<file path="config.mk">
export PLATFORM = sky130hd
export DESIGN_NAME = mem_access_stage
export DESIGN_NICKNAME = d
export VERILOG_FILES = /design/src/rtl/mem_access_stage.sv
export SDC_FILE = /design/constraint.sdc
export NUM_CORES = 1
export LEC_CHECK = 0
export ABC_AREA = 1
export ABC_CLOCK_PERIOD_IN_PS = 1800
export BUFFER_PORTS_ARGS = -buffer_cell sky130_fd_sc_hd__clkbuf_2
export CELL_PAD_IN_SITES_DETAIL_PLACEMENT = 0
export CELL_PAD_IN_SITES_GLOBAL_PLACEMENT = 1
export CORE_MARGIN = 10
export CORE_UTILIZATION = 20
export CTS_BUF_LIST = sky130_fd_sc_hd__clkbuf_16
export DETAILED_ROUTE_END_ITERATION = 7
export GPL_TIMING_DRIVEN = 0
export HOLD_SLACK_MARGIN = 0.02
export PLACE_DENSITY_LB_ADDON = 0.1
export SYNTH_ARGS = -nofsm -noshare
export SYNTH_HDL_FRONTEND = slang
export SYNTH_SLANG_ARGS = --single-unit
</file>
<file path="constraint.sdc">
create_clock -name clk -period 1.8 [get_ports clk]
set_input_delay 0.36 -clock clk [delete_from_list [all_inputs] [get_ports clk]]
set_output_delay 0.36 -clock clk [all_outputs]
set_load 0.005 [all_outputs]
</file>
<file path="src/rtl/mem_access_stage.sv">
// MEM stage of the RV32I pipeline: byte-lane steering for the data-memory bus,
// load extension, request/grant/response handshake with watchdog abort.
module mem_access_stage #(
    parameter int TIMEOUT = 64
) (
    input  logic        clk,
    input  logic        rst,
    input  logic        MemReadM,
    input  logic        MemWriteM,
    input  logic [2:0]  funct3M,
    input  logic [31:0] ALUResultM,
    input  logic [31:0] WriteDataM,
    output logic [31:0] ReadDataExtM,
    output logic        StallM,
    output logic        MisalignM,
    output logic        BusErrM,
    output logic        dmem_req,
    output logic        dmem_we,
    output logic [31:0] dmem_addr,
    output logic [3:0]  dmem_be,
    output logic [31:0] dmem_wdata,
    input  logic        dmem_gnt,
    input  logic        dmem_rvalid,
    input  logic [31:0] dmem_rdata
);

    typedef enum logic [1:0] {IDLE, REQ, WAIT} state_t;

    state_t      state_q, state_d;
    logic [7:0]  cnt_q, cnt_d;

    logic        access, is_load, is_byte, is_half, is_word, illegal, misalign;
    logic        valid, timeout_hit;
    logic [1:0]  off;
    logic [31:0] rd_shift, ext_data;
    logic [15:0] rd_half;

    // Access decode and lane steering
    always_comb begin
        access   = MemReadM | MemWriteM;
        is_load  = MemReadM;
        off      = ALUResultM[1:0];
        is_byte  = (funct3M[1:0] == 2'b00);
        is_half  = (funct3M[1:0] == 2'b01);
        is_word  = (funct3M == 3'b010);
        illegal  = (funct3M == 3'b011) || (funct3M == 3'b110) || (funct3M == 3'b111);
        misalign = illegal || (is_half && off[0]) || (is_word && (off != 2'b00));
        valid    = access && !misalign;

        dmem_we    = MemWriteM && !MemReadM;
        dmem_addr  = {ALUResultM[31:2], 2'b00};
        dmem_be    = 4'b0000;
        dmem_wdata = WriteDataM;
        if (is_byte) begin
            dmem_be    = 4'b0001 << off;
            dmem_wdata = {4{WriteDataM[7:0]}};
        end else if (is_half) begin
            dmem_be    = 4'b0011 << off;
            dmem_wdata = {2{WriteDataM[15:0]}};
        end else if (is_word) begin
            dmem_be    = 4'b1111;
        end

        rd_shift = dmem_rdata >> {off, 3'b000};
        rd_half  = ALUResultM[1] ? dmem_rdata[31:16] : dmem_rdata[15:0];
        if (is_byte)
            ext_data = {{24{!funct3M[2] && rd_shift[7]}}, rd_shift[7:0]};
        else if (is_half)
            ext_data = {{16{!funct3M[2] && rd_half[15]}}, rd_half};
        else
            ext_data = dmem_rdata;

        MisalignM = !rst && access && misalign;
    end

    assign timeout_hit = (TIMEOUT != 0) && (cnt_q == 8'(TIMEOUT - 1));

    always_comb begin
        state_d      = state_q;
        cnt_d        = cnt_q;
        dmem_req     = 1'b0;
        StallM       = 1'b0;
        BusErrM      = 1'b0;
        ReadDataExtM = 32'h0;
        case (state_q)
            IDLE: begin
                cnt_d = 8'd0;
                if (valid) begin
                    dmem_req = 1'b1;
                    if (dmem_gnt) begin
                        if (is_load) begin
                            state_d = WAIT;
                            StallM  = 1'b1;
                        end
                    end else begin
                        state_d = REQ;
                        StallM  = 1'b1;
                    end
                end
            end
            REQ: begin
                dmem_req = 1'b1;
                cnt_d    = cnt_q + 8'd1;
                // A granted store is a completion and beats the watchdog.
                if (dmem_gnt && !is_load) begin
                    state_d = IDLE;
                end else if (timeout_hit) begin
                    BusErrM = 1'b1;
                    state_d = IDLE;
                end else begin
                    StallM = 1'b1;
                    if (dmem_gnt) state_d = WAIT;
                end
            end
            WAIT: begin
                cnt_d = cnt_q + 8'd1;
                if (dmem_rvalid) begin
                    ReadDataExtM = ext_data;
                    state_d      = IDLE;
                end else if (timeout_hit) begin
                    BusErrM = 1'b1;
                    state_d = IDLE;
                end else begin
                    StallM = 1'b1;
                end
            end
            default: state_d = IDLE;
        endcase
        if (state_d == IDLE) cnt_d = 8'd0;
        if (rst) begin
            state_d      = IDLE;
            cnt_d        = 8'd0;
            dmem_req     = 1'b0;
            StallM       = 1'b0;
            BusErrM      = 1'b0;
            ReadDataExtM = 32'h0;
        end
    end

    always_ff @(posedge clk) begin
        if (rst) begin
            state_q <= IDLE;
            cnt_q   <= 8'd0;
        end else begin
            state_q <= state_d;
            cnt_q   <= cnt_d;
        end
    end

endmodule

</file>
# After elaboration in Yosys (flattened, before gate mapping)
# Index checks and enable logic that the tools add are counted.
[totals] reg_bits=10 inputBits=105 out_inout_bits=105 elab_cells=76
[classes] n_addsub=1 eq_ne=8 shift=3 muxes=37 n_bitwise=1 reduce_logical=24
[op_table] operator="two-way mux 32 bit" n=7
[op_table] operator="right shift 32 x 5 -> 8 bit" n=1
[op_table] operator="two-way mux 16 bit" n=1
[op_table] operator="two-way mux 2 bit" n=8
[op_table] operator="case mux 8 bit (2 select lines)" n=1
[op_table] operator="two-way mux 1 bit" n=13
[op_table] operator="two-way mux 4 bit" n=3
[op_table] operator="logical AND 1 bit" n=9
[op_table] operator="adder 8 x 1 -> 8 bit, second input constant" n=1
[op_table] operator="== test 8 x 6 -> 1 bit, second input constant" n=1
[op_table] operator="== test 3 x 2 -> 1 bit, second input constant" n=2
[op_table] operator="== test 3 bit, second input constant" n=2
[op_table] operator="zero test 2 bit" n=3
[op_table] operator="case mux 2 bit (3 select lines)" n=1
[op_table] operator="== test 2 x 1 -> 1 bit, second input constant" n=2
[op_table] operator="zero test 1 bit" n=4
[op_table] operator="logical OR 1 bit" n=4
[op_table] operator="case mux 1 bit (2 select lines)" n=2
[op_table] operator="nonzero test 2 bit" n=2
[op_table] operator="OR reduction 2 bit" n=2
[op_table] operator="left shift 1 x 2 -> 4 bit, first input constant" n=1
[op_table] operator="left shift 2 x 2 -> 4 bit, first input constant" n=1
[op_table] operator="case mux 1 bit (3 select lines)" n=1
[op_table] operator="== test 2 bit, second input constant" n=1
[op_table] operator="bitwise OR 1 bit" n=1

# Logic depth before layout (Yosys ltp)
[logic_depth] depth_word=11 mapped_depth=12 ltp_nobuf=10

# Least setup slack after synthesis
# No wires, ideal clock.
[synth_path] kind="input-to-output" from="input ALUResultM[0]" to="output StallM" arrival_time_ps=1556 t_required_ps=1440 path_slack_ps=-116 cell_stages=10 path_buffers=2 cell_sequence="inv_1 buf_2 clkbuf_1 ha_1 nand2_1 nand2_2 nand3_1 inv_1 nand3_1 a21boi_1"
[synth_between] elab_chain_len=8 elab_cells_between_ends=10 classes_between="mux: 3; reduce/logical: 7"
[synth_lines] item="from (decl)" line_no="11" text="input logic [31:0] ALUResultM,"
[synth_lines] item="nonzero test 2 bit or logical AND 1 bit (tied branches)" line_no="47" text="misalign = illegal || (is_half && off[0]) || (is_word && (off != 2'b00));"
[synth_lines] item="logical AND 1 bit or logical OR 1 bit (tied branches)" line_no="47"
[synth_lines] item="logical OR 1 bit (*)" line_no="47"
[synth_lines] item="zero test 1 bit (*)" line_no="48" text="valid = access && !misalign;"
[synth_lines] item="logical AND 1 bit (*)" line_no="48"
[synth_lines] item="two-way mux 1 bit (*)" line_no="88" text="if (valid) begin"
[synth_lines] item="case mux 1 bit (3 select lines) (*)" line_no="85" text="case (state_q)"
[synth_lines] item="two-way mux 1 bit (*)" line_no="130" text="if (rst) begin"
[synth_lines] item="to (decl)" line_no="14" text="output logic StallM,"
# Every way passes the cells marked *; elsewhere a longest branch is shown, timed or not.

# Worst setup path after layout
[layout_path] from="register state_q[0]" to="output ReadDataExtM[15]"
[layout_between] elab_chain_len=3
[layout_lines] item="from (decl)" line_no="29" text="state_t state_q, state_d;"
[layout_lines] item="from (signal assigned)" line_no="145" text="state_q <= state_d;"
[layout_lines] item="== test 2 bit" line_no="85"
[layout_lines] item="two-way mux 32 bit" line_no="85"
[layout_lines] item="two-way mux 32 bit" line_no="130"
[layout_lines] item="to (decl)" line_no="13" text="output logic [31:0] ReadDataExtM,"
# No other way between the ends.

==> metrics.md <==
| Metric | Value |
|---|---|
| Status | `complete, but fails checks` |
| Failing checks | `negative setup slack` |
| Metal2 WL | `5759 µm` |
| CP required | `1.44 ns` |
| Critical Path Sink Type | `output port` |
| Syn Area/Cell | `5.541 µm²` |
| Top cell type's share of synthesized area | `0.1685` |
| Die W | `124.5 µm` |
| DR DRC count | `0` |
| Routed WL per cell | `16.12 µm` |
| Pwr dens | `370.4 nW/µm²` |
| CP top delay family | `buffers and inverters` |
| RD Place Congestion | `0.7783` |
| RSZ-0062 raised after global routing | `true` |
| Max Slew Vio Count | `0` |
| Detail Placement HPWL | `9635 µm` |
| Placed Area | `3247 µm²` |
| Vias per cell | `4.353` |
| Htree depth | `1` |
| Asr flop ratio synth | `0` |
| M1 wire length | `4907 µm` |
| CP Max Fanout | `8` |
| Total vias in the final route | `3230` |
| Rows | `38` |
| Fmax | `494.8 MHz` |
| Core ar. | `10750 µm²` |
| CP Cell Sequence | `inv_4 -> ha_4 -> inv_4 -> nor3_4 -> o21ai_2 -> inv_2 -> buf_4 -> nand2_8 -> nor3_4 -> buf_2` |
| # setup viols final | `36` |
| Post-Synthesis Cells | `394` |
| Later-pin clock latency in the skew report | `0.24 ns` |
| Initial Utilization | `0.2032` |
| Global Route Usage Sum | `0.1412` |
| Post-Syn Area | `2183 µm²` |
| Largest net degree at the start of global routing | `11` |
| Crit Path Class | `reg -> out` |
| Leakage power | `0.002203 µW` |
| Setup TNS | `-5.554 ns` |
| Startpoint types | `register` |
| Unique masters post-synth | `34` |
| Number of global-route vias before repair | `3404` |
| Initial antenna violation count | `0` |
| Port bufs | `176` |
| Worst Hold Class | `reg -> reg` |
| VDD IR max | `0.2378 mV` |
| Share of cells above drive strength 1 | `0.5581` |
| Ports | `210` |
| Total global routing overflow | `0` |
| Area growth syn-to-layout | `81.32%` |
| Yosys Warn Count | `0` |
| Final min period | `2.021 ns` |
| TritonCTS Buffers | `3` |
| Worst stage delay on the critical path | `0.34 ns` |
| Clk buf depth | `2` |
| DRT Pass-1 Iters | `4` |
| Top Layer Used | `met4` |
| Sequential fraction of the synthesis area | `0.09169` |
| CTS tree | `yes` |
| Final core occ | `0.3684` |
| Area leader, netlist | `nand2_1` |
| Crit path DAT | `1.66 ns` |
| Height of the chip | `124.5 µm` |
| Global-route wire length before repair | `18200 µm` |
| Met3 WL | `1194 µm` |
| Layout Nets | `717` |
| Die Footprint | `15500 µm²` |
| Crit share post-route | `1.123` |
| Clock sinks | `10` |
| Max-Cap Viols | `0` |
| Cell area after layout | `3959 µm²` |
| Actual slew at the worst max-slew pin | `0.8045 ns` |
| CTS Root Cell | `clkbuf_16` |
| Final setup margin | `-0.2210 ns` |
| Slew margin rel. | `0.4636` |
| Count of buffer and inverter cells on the critical path | `5` |
| Initial DRC Count | `104` |
| Post-Route Skew | `0.001828 ns` |
| Commonest non-fill, non-tap cell in the layout | `clkbuf_2` |
| Hold_buf cts | `0` |
| Routed Antenna Nets | `0` |
| Overall routed net length | `11960 µm` |
| Post-synth EDFFs | `0` |
| Yosys reg bits | `10` |
| Clk pin slew, worst setup/hold paths | `0.04 ns` |
| Most frequent cells in the layout | `clkbuf_2, nand2_1, buf_4, inv_1, a21oi_1` |
| ANT cells | `0` |
| Filler cell count | `1252` |
| Slowest stage cell, crit path | `dfxtp_4` |
| Largest cells by area after synthesis | `nand2_1, buf_4, a21oi_1, dfxtp_1, inv_1` |
| Main synth FF type | `dfxtp_1` |
| Hold Vio Cnt, Final | `0` |
final timing paths:
path                            slack [ns]               end  startpoint  cells after the start
worst max register to register        0.21          cnt_q[5]  state_q[0]                      9
worst min register to register        0.58          cnt_q[5]    cnt_q[5]                      4
worst max-delay path                 -0.22  ReadDataExtM[15]  state_q[0]                     10
worst min-delay path                  0.58          cnt_q[5]    cnt_q[5]                      4
final cells by class:
type                       instances  area, µm²  share of cell area
tap                              140      175.2             0.04425
timing repair buffer             201       1149              0.2901
buffer                            57      454.2              0.1147
clock buffer                       3      75.07             0.01896
clock inverter                     1      3.754           0.0009482
multi-input combinational        283       1708              0.4314
sequential                        10      205.2             0.05183
inverter                          47      188.9             0.04772
sequential cells by signal, indices dropped and copies added, names as in the netlist:
register / flops
state_q: 2
cnt_q: 8
cell families after synthesis:
family	count (synthesis)	share of synthesized area
flops	10	0.09169
simple gates	162	0.3215
buf+inv	104	0.2550
compound gates	108	0.2785
other cells	1	0.001718
fa+ha+maj	9	0.05158
cell usage after synthesis, types with 2 or more instances:
library cell and count:
o21bai_1 2, clkbuf_1 11, nand4_1 3, dfxtp_1 10
nand3_1 24, nand2_1 98, nor2_1 26, o21ai_0 19
a21oi_1 48, nor3_1 2, inv_2 8, nand2_4 3
buf_4 41, a21oi_2 9, a31oi_1 7, o22ai_1 2
o21ai_1 15, buf_2 4, inv_1 39, ha_1 9
through the flow:
stage / hold WS [ns] / setup WS [ns] / power (µW) / instances
after global placement: 0.5652 / -0.6185 / 930.6 / 711
final: 0.5750 / -0.2210 / 1467 / 742
after CTS: 0.5812 / -0.2088 / 1428 / 735
after global routing: 0.6222 / -0.3186 / 1580 / 742
after floorplan: 0.5381 / 0.002426 / 608.6 / 395
after detailed placement: 0.5749 / -0.6199 / 925.5 / 711
power breakdown:
part           switching [µW]  internal (µW)
combinational             451            381
sequential               7.41            231
clock                     105            291
total                     563            903
worst reg2reg max path, stage by stage (launching register included):
cell and delay, ns:
dfxtp_4 0.34, buf_4 0.15, ha_1 0.28, inv_2 0.10, nand2_1 0.07, nor2_2 0.16
inv_1 0.07, o21ai_0 0.15, nand3_1 0.10, a21oi_2 0.10
metal layers:
metal | GRT usage | up-vias
met1 | 0.1554 | 1414
met4 | 0.03016 | 0
met2 | 0.2450 | 137
li1 | - | 1672
met5 | 0 | -
met3 | 0.06170 | 7
what timing repair did:
item / 4_1_cts / 5_1_grt
pin swaps: 6 / 9
setup buffers: 19 / 6
resized for setup: 84 / 59
cloned: 1 / 3
setup endpoints to repair: 66 / 59
Power figures use the tool's default switching activity.
